`src/rtl/srv_defs.sv`:
```
// Shared definitions for the pipeline sequencer (pipe_ctrl).
// Provides the default pipeline geometry, the stage-index type used for
// flush ranges and the per-stage lane-valid vector type.
package srv_defs;

    localparam int unsigned PIPE_STAGES = 4;
    localparam int unsigned PIPE_LANES  = 2;
    localparam int unsigned PIPE_CNT_W  = 32;

    typedef logic [$clog2(PIPE_STAGES)-1:0] pipe_stage_idx_t;
    typedef logic [PIPE_LANES-1:0]          lane_valid_t;

endpackage

```
`src/rtl/pipe_ctrl_stage.sv`:
```
// One tracked pipeline stage: lane-valid register, advance/ready terms and
// (when PIPE_CTRL_PERF_EN is defined) saturating stall/bubble counters.
// Ports:
//   clk, rst        clock, asynchronous active-high reset
//   i_src_valid     lane valids of the source feeding this stage
//   i_load          load i_src_valid this cycle
//   i_kill          stage is flushed this cycle (highest priority)
//   i_busy          stage holds its packet this cycle
//   i_rdy_next      next-older stage (or sink) can take a packet
//   perf_clr        synchronous counter clear (perf build only)
//   o_lane_valid    registered lane valids
//   o_adv           packet leaves this stage this cycle
//   o_rdy           stage can accept a packet this cycle
//   o_stall_cnt     cycles valid but not advancing
//   o_bubble_cnt    cycles empty
module pipe_ctrl_stage
    import srv_defs::*;
#(
    parameter int unsigned LANES = PIPE_LANES,
    parameter int unsigned CNT_W = PIPE_CNT_W
) (
    input  logic             clk,
    input  logic             rst,
    input  logic [LANES-1:0] i_src_valid,
    input  logic             i_load,
    input  logic             i_kill,
    input  logic             i_busy,
    input  logic             i_rdy_next,
    input  logic             perf_clr,
    output logic [LANES-1:0] o_lane_valid,
    output logic             o_adv,
    output logic             o_rdy,
    output logic [CNT_W-1:0] o_stall_cnt,
    output logic [CNT_W-1:0] o_bubble_cnt
);

    logic [LANES-1:0] r_valid;
    logic             w_v;

    assign w_v          = |r_valid;
    // Busy on an empty stage has no effect because adv requires w_v.
    assign o_adv        = w_v && !i_busy && i_rdy_next;
    assign o_rdy        = !w_v || o_adv;
    assign o_lane_valid = r_valid;

    always_ff @(posedge clk or posedge rst) begin
        if (rst) begin
            r_valid <= '0;
        end else if (i_kill) begin
            r_valid <= '0;
        end else if (i_load) begin
            r_valid <= i_src_valid;
        end else if (o_adv) begin
            r_valid <= '0;
        end
    end

`ifdef PIPE_CTRL_PERF_EN
    logic [CNT_W-1:0] r_stall_cnt;
    logic [CNT_W-1:0] r_bubble_cnt;

    always_ff @(posedge clk or posedge rst) begin
        if (rst) begin
            r_stall_cnt  <= '0;
            r_bubble_cnt <= '0;
        end else if (perf_clr) begin
            r_stall_cnt  <= '0;
            r_bubble_cnt <= '0;
        end else begin
            if (w_v && !o_adv && (r_stall_cnt != '1)) begin
                r_stall_cnt <= r_stall_cnt + CNT_W'(1);
            end
            if (!w_v && (r_bubble_cnt != '1)) begin
                r_bubble_cnt <= r_bubble_cnt + CNT_W'(1);
            end
        end
    end

    assign o_stall_cnt  = r_stall_cnt;
    assign o_bubble_cnt = r_bubble_cnt;
`else
    logic w_unused_perf_clr;
    assign w_unused_perf_clr = perf_clr;
    assign o_stall_cnt       = '0;
    assign o_bubble_cnt      = '0;
`endif

endmodule

```
`src/rtl/pipe_ctrl.sv`:
```
// Pipeline sequencer for the dual-issue core. Tracks per-stage, per-lane
// valid bits, produces chained advance enables so bubbles collapse, and
// applies ranged flushes (stages 0..flush_stage).
// Optional macro PIPE_CTRL_PERF_EN adds per-stage stall/bubble counters;
// without it the perf outputs read 0 and perf_clr is ignored.
// Ports:
//   clk, rst         clock, asynchronous active-high reset
//   in_valid/ready   front-end packet offer / acceptance by stage 0
//   stage_busy       per-stage hold request
//   out_ready        sink accepts the oldest packet
//   out_valid/fire   oldest stage lane valids / packet leaves
//   stage_valid      all registered lane valids, stage-major
//   stage_load       data-register load enable per stage
//   stage_kill       per-stage flush indication
//   flush_req/stage  ranged flush request and oldest killed stage
//   perf_clr         counter clear
//   perf_*_cnt       per-stage stall / bubble counters
module pipe_ctrl
    import srv_defs::*;
#(
    parameter int unsigned STAGES = PIPE_STAGES,
    parameter int unsigned LANES  = PIPE_LANES,
    parameter int unsigned CNT_W  = PIPE_CNT_W
) (
    input  logic                      clk,
    input  logic                      rst,
    input  logic [LANES-1:0]          in_valid,
    output logic                      in_ready,
    input  logic [STAGES-1:0]         stage_busy,
    input  logic                      out_ready,
    output logic [LANES-1:0]          out_valid,
    output logic                      out_fire,
    output logic [STAGES*LANES-1:0]   stage_valid,
    output logic [STAGES-1:0]         stage_load,
    output logic [STAGES-1:0]         stage_kill,
    input  logic                      flush_req,
    input  logic [$clog2(STAGES)-1:0] flush_stage,
    input  logic                      perf_clr,
    output logic [STAGES*CNT_W-1:0]   perf_stall_cnt,
    output logic [STAGES*CNT_W-1:0]   perf_bubble_cnt
);

    // rdy/adv live in per-stage scopes so the ready chain is not a single
    // self-referencing vector.
    for (genvar i = 0; i < STAGES; i++) begin : g_stage
        logic             w_rdy;
        logic             w_adv;
        logic             w_rdy_next;
        logic [LANES-1:0] w_src;

        if (i == 0) begin : g_head
            assign w_src         = in_valid;
            assign stage_load[i] = (|in_valid) && in_ready;
        end else begin : g_body
            assign w_src         = stage_valid[(i-1)*LANES +: LANES];
            // A packet leaving a killed stage must not land in the next one.
            assign stage_load[i] = g_stage[i-1].w_adv &&
                                   !(flush_req && (int'(flush_stage) >= i - 1));
        end

        if (i == STAGES - 1) begin : g_tail
            assign w_rdy_next = out_ready;
        end else begin : g_mid
            assign w_rdy_next = g_stage[i+1].w_rdy;
        end

        assign stage_kill[i] = flush_req && (int'(flush_stage) >= i);

        pipe_ctrl_stage #(
            .LANES (LANES),
            .CNT_W (CNT_W)
        ) u_stage (
            .clk          (clk),
            .rst          (rst),
            .i_src_valid  (w_src),
            .i_load       (stage_load[i]),
            .i_kill       (stage_kill[i]),
            .i_busy       (stage_busy[i]),
            .i_rdy_next   (w_rdy_next),
            .perf_clr     (perf_clr),
            .o_lane_valid (stage_valid[i*LANES +: LANES]),
            .o_adv        (w_adv),
            .o_rdy        (w_rdy),
            .o_stall_cnt  (perf_stall_cnt[i*CNT_W +: CNT_W]),
            .o_bubble_cnt (perf_bubble_cnt[i*CNT_W +: CNT_W])
        );
    end

    assign in_ready  = g_stage[0].w_rdy && !flush_req;
    assign out_valid = stage_valid[(STAGES-1)*LANES +: LANES];
    assign out_fire  = g_stage[STAGES-1].w_adv;

endmodule

```
`config.mk`:
```
export PLATFORM = sky130hd
export DESIGN_NAME = pipe_ctrl
export DESIGN_NICKNAME = d
export VERILOG_FILES = /design/src/rtl/srv_defs.sv /design/src/rtl/pipe_ctrl_stage.sv /design/src/rtl/pipe_ctrl.sv
export SDC_FILE = /design/constraint.sdc
export NUM_CORES = 1
export LEC_CHECK = 0
export BUFFER_PORTS_ARGS = -buffer_cell sky130_fd_sc_hd__buf_2
export CAP_MARGIN = 0
export CELL_PAD_IN_SITES_DETAIL_PLACEMENT = 1
export CELL_PAD_IN_SITES_GLOBAL_PLACEMENT = 1
export CORE_AREA = 2 2 114 116
export DETAILED_ROUTE_END_ITERATION = 6
export DIE_AREA = 0 0 116 118
export PLACE_DENSITY = 0.86
export SLEW_MARGIN = 20
export SYNTH_ARGS = -nofsm -noshare
export SYNTH_HDL_FRONTEND = slang
export SYNTH_HIERARCHICAL = 1
export SYNTH_SLANG_ARGS = --single-unit
export TNS_END_PERCENT = 50
```
`constraint.sdc`:
```
create_clock -name clk -period 2.9 [get_ports clk]
set_input_delay 0.145 -clock clk [delete_from_list [all_inputs] [get_ports clk]]
set_output_delay 0.145 -clock clk [all_outputs]
set_load 0.01 [all_outputs]
```
; ---- After elaboration in Yosys (flattened, before gate mapping)
; Index checks and enable logic that the tools add are counted.
[classes]
magnitude_cmp = 3
eq_ne = 0
addsub = 0
reduce_logical = 40
n_bitwise = 0
n_mul = 0
n_shift = 0
n_mux = 12
n_div = 0
[ops]
columns = operator, count
row1 = two-way mux 2 bit, 12
row2 = logical AND 1 bit, 16
row3 = nonzero test 3 bit, 4
row4 = zero test 1 bit, 11
row5 = OR reduction 2 bit, 5
row6 = >= comparator 2 bit (second input constant), 2
row7 = logical OR 1 bit, 4
row8 = >= comparator 2 x 1 -> 1 bit (second input constant), 1
[word_totals]
ramBits = 0
reg_bits = 8
romBits = 0
word_cells = 59
memories = 0
latch_bits = 0
input_bits = 13
output_inout_bits = 276

; ---- Depth between registers and ports, before layout
; Gate-level depths: netlist of the first run.
[depth]
depth_word = 14
ltp_mapped = 12
mapped_depth_nobuf = 12

; ---- By module
; The synthesis of the first run kept the hierarchy.
[by_module_without_submodules]
columns = mod, n_inst, cells_each, seq_area_each_um2, area_each_um2
row1 = pipe_ctrl_stage, 4, 78, 50.0, 596.8
row2 = pipe_ctrl, 1, 11, 0.0, 88.8

; ---- Worst setup path before layout of the first run
; Ideal clock, no wire load.
[synth_path]
path_type = flip-flop to flip-flop
start = register g_stage[3].u_stage.r_valid[1]
end = register g_stage[0].u_stage.r_valid[1]
required_time_ns = 2.779
slack_ns = 0.833
t_arrival_ns = 1.945
synth_period_minus_slack_ns = 2.067
stages_incl_launch_ff = 12
path_buffers = 0
setup_ns = 0.121
path_cell_list = dfrtp_1 -> o21ai_0 -> nand2b_4 -> o21ai_0 -> nand2b_4 -> o21ai_0 -> nand2b_4 -> o21ai_0 -> nor2b_2 -> o21a_1 -> nand3b_1 -> a21oi_1
[synth_between]
elab_chain_len = 14
word_cells_on_any_way = 16
cone_classes = 2 x mux / 14 x reduce/logical
[synth_rtl]
columns = item, line
row1 = "start, declared", pipe_ctrl_stage.sv:37  ; logic [LANES-1:0] r_valid;
row2 = "start signal, assigned", pipe_ctrl_stage.sv:52  ; r_valid <= i_src_valid;
row3 = OR reduction 2 bit (*), pipe_ctrl_stage.sv:40  ; assign w_v = |r_valid;
row4 = logical AND 1 bit (2 in series), pipe_ctrl_stage.sv:42  ; assign o_adv = w_v && !i_busy && i_rdy_next;
row5 = logical OR 1 bit (*), pipe_ctrl_stage.sv:43  ; assign o_rdy = !w_v || o_adv;
row6 = net g_stage[2].w_rdy_next, pipe_ctrl.sv:48  ; logic w_rdy_next;
row7 = logical AND 1 bit (*), pipe_ctrl_stage.sv:42
row8 = logical OR 1 bit (*), pipe_ctrl_stage.sv:43
row9 = net g_stage[1].w_rdy_next, pipe_ctrl.sv:48
row10 = logical AND 1 bit (*), pipe_ctrl_stage.sv:42
row11 = [... 1 more ...], n/a
row12 = net g_stage[0].w_rdy_next, pipe_ctrl.sv:48
row13 = [... 1 more ...], n/a
row14 = logical OR 1 bit (*), pipe_ctrl_stage.sv:43
row15 = net g_stage[0].w_rdy, pipe_ctrl.sv:46  ; logic w_rdy;
row16 = logical AND 1 bit (*), pipe_ctrl.sv:89  ; assign in_ready = g_stage[0].w_rdy && !flush_req;
row17 = net in_ready, pipe_ctrl.sv:28  ; output logic in_ready,
row18 = logical AND 1 bit (*), pipe_ctrl.sv:53  ; assign stage_load[i] = (|in_valid) && in_ready;
row19 = net stage_load[0], pipe_ctrl.sv:34  ; output logic [STAGES-1:0] stage_load,
row20 = two-way mux 2 bit, pipe_ctrl_stage.sv:51  ; end else if (i_load) begin
row21 = two-way mux 2 bit, pipe_ctrl_stage.sv:49  ; end else if (i_kill) begin
row22 = "end signal, assigned", pipe_ctrl_stage.sv:52
row23 = "end, declared", pipe_ctrl_stage.sv:37
; Mark *: on every way through the listed nets, which the timed path passes. The rest lies on a longest branch.
; A chain may end at the register's enable or synchronous reset.

; ---- Worst setup path in the final report of the first run
[layout_path]
start = register g_stage[3].u_stage.r_valid[1]
end = output port stage_load[0]
[layout_between]
elab_chain_len = 12
word_cells_on_any_way = 13
cone_classes = 13 x reduce/logical
[layout_rtl]
columns = item, line
row1 = OR reduction 2 bit (*), pipe_ctrl_stage.sv:40
row2 = logical AND 1 bit (2 in series), pipe_ctrl_stage.sv:42
row3 = logical OR 1 bit (*), pipe_ctrl_stage.sv:43
row4 = net g_stage[2].w_rdy_next, pipe_ctrl.sv:48
row5 = logical AND 1 bit (*), pipe_ctrl_stage.sv:42
row6 = logical OR 1 bit (*), pipe_ctrl_stage.sv:43
row7 = net g_stage[1].w_rdy_next, pipe_ctrl.sv:48
row8 = logical AND 1 bit (*), pipe_ctrl_stage.sv:42
row9 = logical OR 1 bit (*), pipe_ctrl_stage.sv:43
row10 = net g_stage[0].w_rdy_next, pipe_ctrl.sv:48
row11 = logical AND 1 bit (*), pipe_ctrl_stage.sv:42
row12 = logical OR 1 bit (*), pipe_ctrl_stage.sv:43
row13 = net g_stage[0].w_rdy, pipe_ctrl.sv:46
row14 = logical AND 1 bit (*), pipe_ctrl.sv:89
row15 = logical AND 1 bit (*), pipe_ctrl.sv:53
row16 = "end, declared", pipe_ctrl.sv:34
; Marked as above.

==> metrics.txt, run 1 <==
yosys warns 6; Hold Worst Slack 0.182 ns; P&R area growth vs syn -21.9%; Worst setup SP type register; Port Buffers 31; Initial Utilization 19.9%; Layout fillers 1637; Layout Nets 366; sequential power share 21.0%; Post-DRT Antenna Nets 0; Inst Count DP 519; Ant. Diodes 0; core area 0.0124 mm²; register clock-pin slew on the reported worst setup and hold paths 0.04 ns; crit end category primary output; Die Area 0.0137 mm²; final setup skew 0.00136 ns; Yosys top cell area share 78.5%; design area 0.00193 mm²; Final Hold Fails 0; hold crit path type in2reg; final non-filler cell total 523; fin crit share 78.1%; Clock Path Buffers 2; delay of the slowest cell on the worst path 0.41 ns; I/O pin total 289; Unique masters post-synth 15; Reg area 200 µm²; Slowest-stage cell, CP dfrtp_1; Worst Path Max Fanout 5; CP cell instances o21ai_0 > nand2b_4 > o21ai_0 > nand2b_4 > o21ai_0 > nand2b_4 > o21ai_0 > nor2b_2 > o21a_1 > buf_2; GP Congestion 0.627; RSZ-0062 raised after global routing no; htree depth 1; worst r2r src g_stage[3].u_stage/o_lane_valid[1]; WP data required 2.76 ns; share of post-route cells with drive strength above 1 12.5%; Die Y 118 µm; wire per inst 7.83 µm; total track usage 5.07%; Comb pwr share 36.9%; clock sink total 8; Pins Over Slew Limit 0; area of the multi-input gates 0.00126 mm²; Largest register FFs 8; Die W 116 µm; sw power 0.236 mW; CP Buf/Inv Count 1; global-route wire length before repair 5130 µm; clock latency on the worst-skew pair 0.23 ns; CTS tree yes; largest net degree at the start of global routing 9; syn avg cell area 7.67 µm²; PwrDens 284 mW/mm²; Synth Instances 323; area post-placement 0.00185 mm²; clk root buf clkbuf_16; number of DRC markers in iteration 0 25; setup TNS 0 ns; commonest non-fill, non-tap cell in the layout conb_1; First-pass DRT Iterations 2; Setup Fix Bufs, Post-CTS 0; delay-heaviest family, CP compound AO/OA/AOI/OAI gates; Final Setup Violations 0; CTS buffer count 3; Post-CTS Resized 0; initial antenna violation count 0; Synth area leader buf_4; vias in the first global route 940; max cap viols 0; status complete, no violations; CP Class reg2out; crit-path most repeated cell o21ai_0; grt ovf 0; Reg2Reg Setup Slack 0.85 ns; Routed WL 4100 µm; hold_buf cts 1; Crit. Startpoint g_stage[3].u_stage/o_lane_valid[1]; Cell Int Power 0.313 mW; DR vias/cell 2.29; vias after detailed routing 1196; HPWL after DPL 3900 µm; Hold Path Origin in_valid[0]; CP arrival 2.12 ns; sequential element share of the synthesized area 8.08%; Rows 41; mapped cell area 0.00248 mm²; most frequent cells in the layout conb_1, buf_2; P_leak 1.25 nW; VDD IR max 0.000152 V; post-layout util 15.6%; DRC errors left 0; fmax 0.442 GHz; Synth area leaders buf_4, dfrtp_1, nand3b_1; synthesis-stage register bit count 8; Sw Share 43.0%; clock group share of total power 42.1%; Final Critical Period 2.26 ns
[worst reg2reg max path, cell delays in order (launching register included)]
cell	delay, ns
dfrtp_1	0.41
o21ai_0	0.31
nand2b_4	0.09
o21ai_0	0.15
nand2b_4	0.12
o21ai_0	0.16
nand2b_4	0.09
o21ai_0	0.07
nor2b_2	0.16
o21a_1	0.18
nand3b_1	0.13
a21oi_1	0.06
[cell families (layout without fill, tap and decap cells)]
group	Yosys count	count (layout)	synth area share, %
and+or+nand+nor	34	34	9.15
DFF	8	8	8.08
other	4	256	0.606
buffers and inverters	263	39	79.1
AOI/OAI and AO/OA	14	14	3.03
[cell usage after synthesis]
cell and number:
a21oi_1 8, and2_4 1, and2b_2 1, and3_2 1, buf_4 259, conb_1 4, dfrtp_1 8, inv_1 4
nand2_1 8, nand2b_4 4, nand3b_1 8, nor2_1 8, nor2b_2 3, o21a_1 2, o21ai_0 4
[final timing paths]
check	end	depth (start not counted)
worst min-delay path	g_stage[0].u_stage/o_lane_valid[0]	3
worst max register to register	g_stage[0].u_stage/o_lane_valid[0]	11
worst min register to register	g_stage[1].u_stage/o_lane_valid[0]	2
min in group asynchronous	g_stage[2].u_stage/o_lane_valid[0]	3
max in group asynchronous	g_stage[0].u_stage/o_lane_valid[1]	3
worst max-delay path	stage_load[0]	10
[power by group through the flow]
stage | sequential [mW] | clock (mW) | combinational, mW
floorplan | 0.117 | 0 | 0.424
global placement | 0.117 | 0 | 0.190
detailed placement | 0.117 | 0 | 0.191
CTS | 0.116 | 0.239 | 0.192
global route | 0.116 | 0.250 | 0.228
finish | 0.116 | 0.231 | 0.203
[per-stage QoR]
stage | worst slack, ns | total power [mW]
6_report | 0.636 | 0.550
5_1_grt | 0.374 | 0.594
4_1_cts | 0.583 | 0.547
3_5_place_dp | 0.801 | 0.308
3_3_place_gp | 0.837 | 0.307
2_1_floorplan | 0.833 | 0.541
[final cells by class]
type	instances	share of cell area, %
Clock buffer	3	3.88
Timing Repair Buffer	32	8.54
Tap cell	172	11.1
Multi-Input combinational cell	304	65.3
Inverter	4	0.777
Sequential cell	8	10.4
[routing by layer]
metal | vias to the layer above | track usage (%) | part of all wire [%] | wire (µm)
met5 | - | 0 | 0 | 0
li1 | 527 | - | - | -
met4 | 0 | 1.79 | 1.1 | 45
met1 | 513 | 5.27 | 32 | 1310
met2 | 154 | 8.99 | 51 | 2090
met3 | 2 | 2.16 | 16 | 648
(Power assumes the default switching activity.)
==> run 2: changes to the inputs <==
Settings changed: CORE_AREA 2 2 114 116 to not set, CORE_UTILIZATION set to 19, DIE_AREA 0 0 116 118 to not set.
Clock period 2.9 ns to 1.9 ns, I/O delays scaled along.
==> run 2 against run 1 <==
Net effect:
- clock power up 54%
- clock skew barely moved
- final area grew 3.9%
- combinational power increased by 56%
- first-iteration DRC count is 56% lower
- final cell count grew 1.3%
- non-clock buffer count increased by 7
- sequential share of layout area shrank 0.39 points
- register-to-register slack got worse by 0.67 ns
- global-route usage fell by 0.41 points
- hold slack got worse by 0.046 ns
- largest cell class unchanged
==> metrics.txt, run 2 (synthesized netlist as in run 1, its figures left out) <==
fin crit share 93.1%; Initial Utilization 19.5%; Die Area 0.0135 mm²; most frequent cells in the layout conb_1, buf_2; Final Setup Violations 0; VDD IR max 0.000203 V; initial antenna violation count 0; area post-placement 0.00190 mm²; Die Y 116 µm; Rows 41; number of DRC markers in iteration 0 11; Final Critical Period 1.77 ns; Final Hold Fails 0; Worst Path Max Fanout 3; DR vias/cell 2.34; wire per inst 7.38 µm; Post-DRT Antenna Nets 0; Worst setup SP type register; Final WS setup 0.131 ns; vias in the first global route 788; FF-to-FF End g_stage[0].u_stage/o_lane_valid[1]; Pins Over Slew Limit 0; Reg2Reg Setup Slack 0.18 ns; CTS tree yes; DRC errors left 0; design area 0.00201 mm²; met1 Resource Use GR 4.75%; P&R area growth vs syn -18.8%; fmax 0.565 GHz; Die W 116 µm; I/O pin total 289; core area 0.0127 mm²; Post-Place Worst Slack 0.0136 ns; CP Class reg2out; Ant. Diodes 0; crit end category primary output; share of post-route cells with drive strength above 1 15.1%; First-pass DRT Iterations 2; GP Congestion 0.677; Clock Path Buffers 2; Hold Crit Depth 3; CP arrival 1.67 ns; total track usage 4.67%; largest net degree at the start of global routing 9; P_leak 1.30 nW; CTS buffer count 3; Crit. Startpoint g_stage[3].u_stage/o_lane_valid[1]; Port Buffers 31; Layout Nets 373; commonest non-fill, non-tap cell in the layout conb_1; GRT met2 Usage 8.06%; global-route wire length before repair 4440 µm; R2R cell count 12; Largest register FFs 8; worst hold endpoint g_stage[0].u_stage/o_lane_valid[1]; clock sink total 8; GR Util met3 2.49%; hold crit path type in2reg; gr busiest metal met2; worst r2r src g_stage[3].u_stage/o_lane_valid[1]; max cap viols 0; register clock-pin slew on the reported worst setup and hold paths 0.04 ns; WP data required 1.80 ns; HPWL after DPL 3620 µm; PwrDens 423 mW/mm²; Routed WL 3910 µm; final setup skew 0.00173 ns; clock latency on the worst-skew pair 0.23 ns; clk root buf clkbuf_16; grt ovf 0; status complete, no violations; vias after detailed routing 1241; Hold Path Origin in_valid[1]; htree depth 1
-- run 2: changes by cell type in the layout (fill, tap and decap cells not counted), sizes merged --
cell	before	now
buf	31	38
-- run 2: area by class of cell --
cell class	instances	area, µm²
clock buffer	3	75.1
inverter	4	15.0
multi-input combinational	304	1290
tap	172	215
sequential	8	200
fill	1641	10700
timing repair buffer	39	218
-- run 2: report_power, final --
| group | total [mW] | switching, mW | internal [mW] |
|---|---|---|---|
| clock | 0.355 | 0.0836 | 0.272 |
| combinational | 0.317 | 0.276 | 0.0406 |
| sequential | 0.177 | 0.00387 | 0.173 |
| total | 0.849 | 0.364 | 0.486 |
-- run 2: worst max path at each step --
stage                                    endpoint  depth (start not counted)
2_1_floorplan  g_stage[0].u_stage/o_lane_valid[1]                         11
3_3_place_gp   g_stage[0].u_stage/o_lane_valid[1]                         11
3_5_place_dp   g_stage[0].u_stage/o_lane_valid[1]                         11
4_1_cts                             stage_load[0]                         10
5_1_grt                             stage_load[0]                         10
6_report                            stage_load[0]                         10
-- run 2: per-stage QoR --
step | power, mW | TNS (ns) | cells | hold WS, ns | util [%]
after floorplan | 0.827 | 0 | 575 | -0.164 | -
after global placement | 0.474 | 0 | 525 | 0.0124 | 15.0
after detailed placement | 0.476 | 0 | 525 | 0.0123 | 15.0
after CTS | 0.848 | 0 | 529 | 0.130 | 15.7
after global routing | 0.919 | -0.0320 | 530 | 0.151 | 15.9
final | 0.849 | 0 | 530 | 0.136 | 15.9
-- run 2: what timing repair did --
action / in CTS / in global routing
hold buffers: 1 / 0
pin swaps: 0 / 1
buffers inserted: 0 / 1
endpoints found under the setup margin: 2 / 1
gates resized for setup: 2 / 1
hold endpoints to repair: 8 / 0
-- run 2: worst max-delay path: stages, from the launching register on --
cell      delay [ns]
dfrtp_1         0.38
o21ai_2         0.18
nand2b_4        0.07
o21ai_2         0.07
nand2b_4        0.08
o21ai_4         0.08
nand2b_4        0.07
o21ai_0         0.07
nor2b_4         0.16
o21a_1          0.14
buf_2           0.13
-- run 2: per-layer routing --
metal / share of wire (%) / vias to the layer above
li1: - / 545
met1: 32 / 543
met2: 50 / 151
met3: 17 / 2
met4: 1.1 / 0
met5: 0 / -
==> run 3: changes to the inputs <==
Settings changed: MAX_ROUTING_LAYER set to met4.
==> run 3 against run 2 <==
Net effect:
- total power is essentially flat
- clock power about the same
- hold slack about the same
- maximum frequency barely moved
- largest power group unchanged
- highest routed layer unchanged
- utilization unchanged
- routed wire length up 0.10%
- critical path type unchanged
==> metrics.txt, run 3 (synthesized netlist as in run 1, its figures left out) <==
Die W 116 µm; Die Y 116 µm; CP Buf/Inv Count 1; HPWL after DPL 3620 µm; Hold Path Origin in_valid[1]; Ant. Diodes 0; VDD IR max 0.000203 V; global-route wire length before repair 4430 µm; Final Critical Period 1.77 ns; CP arrival 1.67 ns; crit-path most repeated cell nand2b_4; clock latency on the worst-skew pair 0.23 ns; fmax 0.565 GHz; First-pass DRT Iterations 2; Initial Utilization 19.5%; CP Class reg2out; vias in the first global route 789; Worst Path Max Fanout 3; I/O pin total 289; delay-heaviest family, CP compound AO/OA/AOI/OAI gates; Slowest-stage cell, CP dfrtp_1; P_leak 1.30 nW; CTS tree yes; Port Buffers 31; Final Setup Violations 0; total track usage 4.81%; Post-DRT Antenna Nets 0; most frequent cells in the layout conb_1, buf_2; Hold Worst Slack 0.136 ns; DRC errors left 0; worst r2r src g_stage[3].u_stage/o_lane_valid[1]; CTS buffer count 3; P&R area growth vs syn -18.8%; CP cell instances o21ai_2 > nand2b_4 > o21ai_2 > nand2b_4 > o21ai_4 > nand2b_4 > o21ai_0 > nor2b_4 > o21a_1 > buf_2; hold crit path type in2reg; GP Congestion 0.684; fin crit share 93.1%; share of post-route cells with drive strength above 1 15.1%; wire per inst 7.39 µm; final setup skew 0.00173 ns; Final Hold Fails 0; Pins Over Slew Limit 0; Layout Nets 373; status complete, no violations; max cap viols 0; largest net degree at the start of global routing 9; core area 0.0127 mm²; Worst setup SP type register; PwrDens 423 mW/mm²; DR vias/cell 2.34; vias after detailed routing 1241; htree depth 1; WP data required 1.80 ns; register clock-pin slew on the reported worst setup and hold paths 0.04 ns; Routed WL 3920 µm; Die Area 0.0135 mm²; crit end category primary output; Largest register FFs 8; Crit. Startpoint g_stage[3].u_stage/o_lane_valid[1]; clk root buf clkbuf_16; delay of the slowest cell on the worst path 0.38 ns; post-layout util 15.9%; grt ovf 0; clock sink total 8; number of DRC markers in iteration 0 11; Clock Path Buffers 2; commonest non-fill, non-tap cell in the layout conb_1; initial antenna violation count 0; Rows 41
==> run 3: cell counts in the layout (fill, tap and decap cells not counted) <==
Identical to the previous run, type by type.
==> run 3: timing repair <==
action / 4_1_cts / 5_1_grt
endpoints found under the hold margin: 8 / 0
setup buffers: 0 / 1
gates cloned: 0 / 0
pin swaps: 0 / 1
resized for setup: 2 / 1
hold buffers: 1 / 0
setup endpoints to repair: 2 / 1
==> run 3: through the flow <==
stage	setup WS, ns	cells	total power, mW	setup TNS [ns]	area [µm²]
after floorplan	0.0154	575	0.827	0	3430
after global placement	0.0464	525	0.474	0	1900
after detailed placement	0.0136	525	0.476	0	1900
after CTS	0.0147	529	0.848	0	1990
after global routing	-0.0231	530	0.919	-0.0320	2010
final	0.131	530	0.849	0	2010
==> run 3: power by group <==
group          internal [mW]  switching, mW  leakage [nW]
Clock                  0.272         0.0835        0.0370
Sequential             0.173        0.00387         0.111
Combinational         0.0406          0.276          1.15
==> run 3: area by class of cell <==
cell class	instances	area [µm²]
Clock buffer	3	75.1
Fill cell	1641	10700
Inverter	4	15.0
Multi-Input combinational cell	304	1290
Sequential cell	8	200
Tap cell	172	215
Timing Repair Buffer	39	218
==> run 3: worst paths after layout <==
kind / end / slack [ns] / depth (start not counted)
max in group asynchronous: g_stage[2].u_stage/o_lane_valid[0] / 1.45 / 3
min in group asynchronous: g_stage[0].u_stage/o_lane_valid[0] / 0.33 / 3
min reg2reg: g_stage[3].u_stage/o_lane_valid[0] / 0.61 / 2
min: g_stage[0].u_stage/o_lane_valid[1] / 0.14 / 3
max reg2reg: g_stage[0].u_stage/o_lane_valid[1] / 0.18 / 12
max: stage_load[0] / 0.13 / 10
==> run 3: worst reg2reg max path: stages (launching register included) <==
cell and delay (ns):
dfrtp_1 0.38, o21ai_2 0.18, nand2b_4 0.07, o21ai_2 0.08
nand2b_4 0.09, o21ai_4 0.08, nand2b_4 0.07, o21ai_0 0.07
nor2b_4 0.16, o21a_1 0.14, buf_4 0.12, nand3b_1 0.10
a21oi_1 0.07
==> run 3: routing by layer <==
layer | vias to the layer above | track usage [%] | part of all wire, %
li1 | 545 | - | -
met2 | 151 | 8.06 | 50
met5 | - | - | 0
met3 | 2 | 2.49 | 17
met1 | 543 | 4.75 | 32
met4 | 0 | 1.79 | 0.97
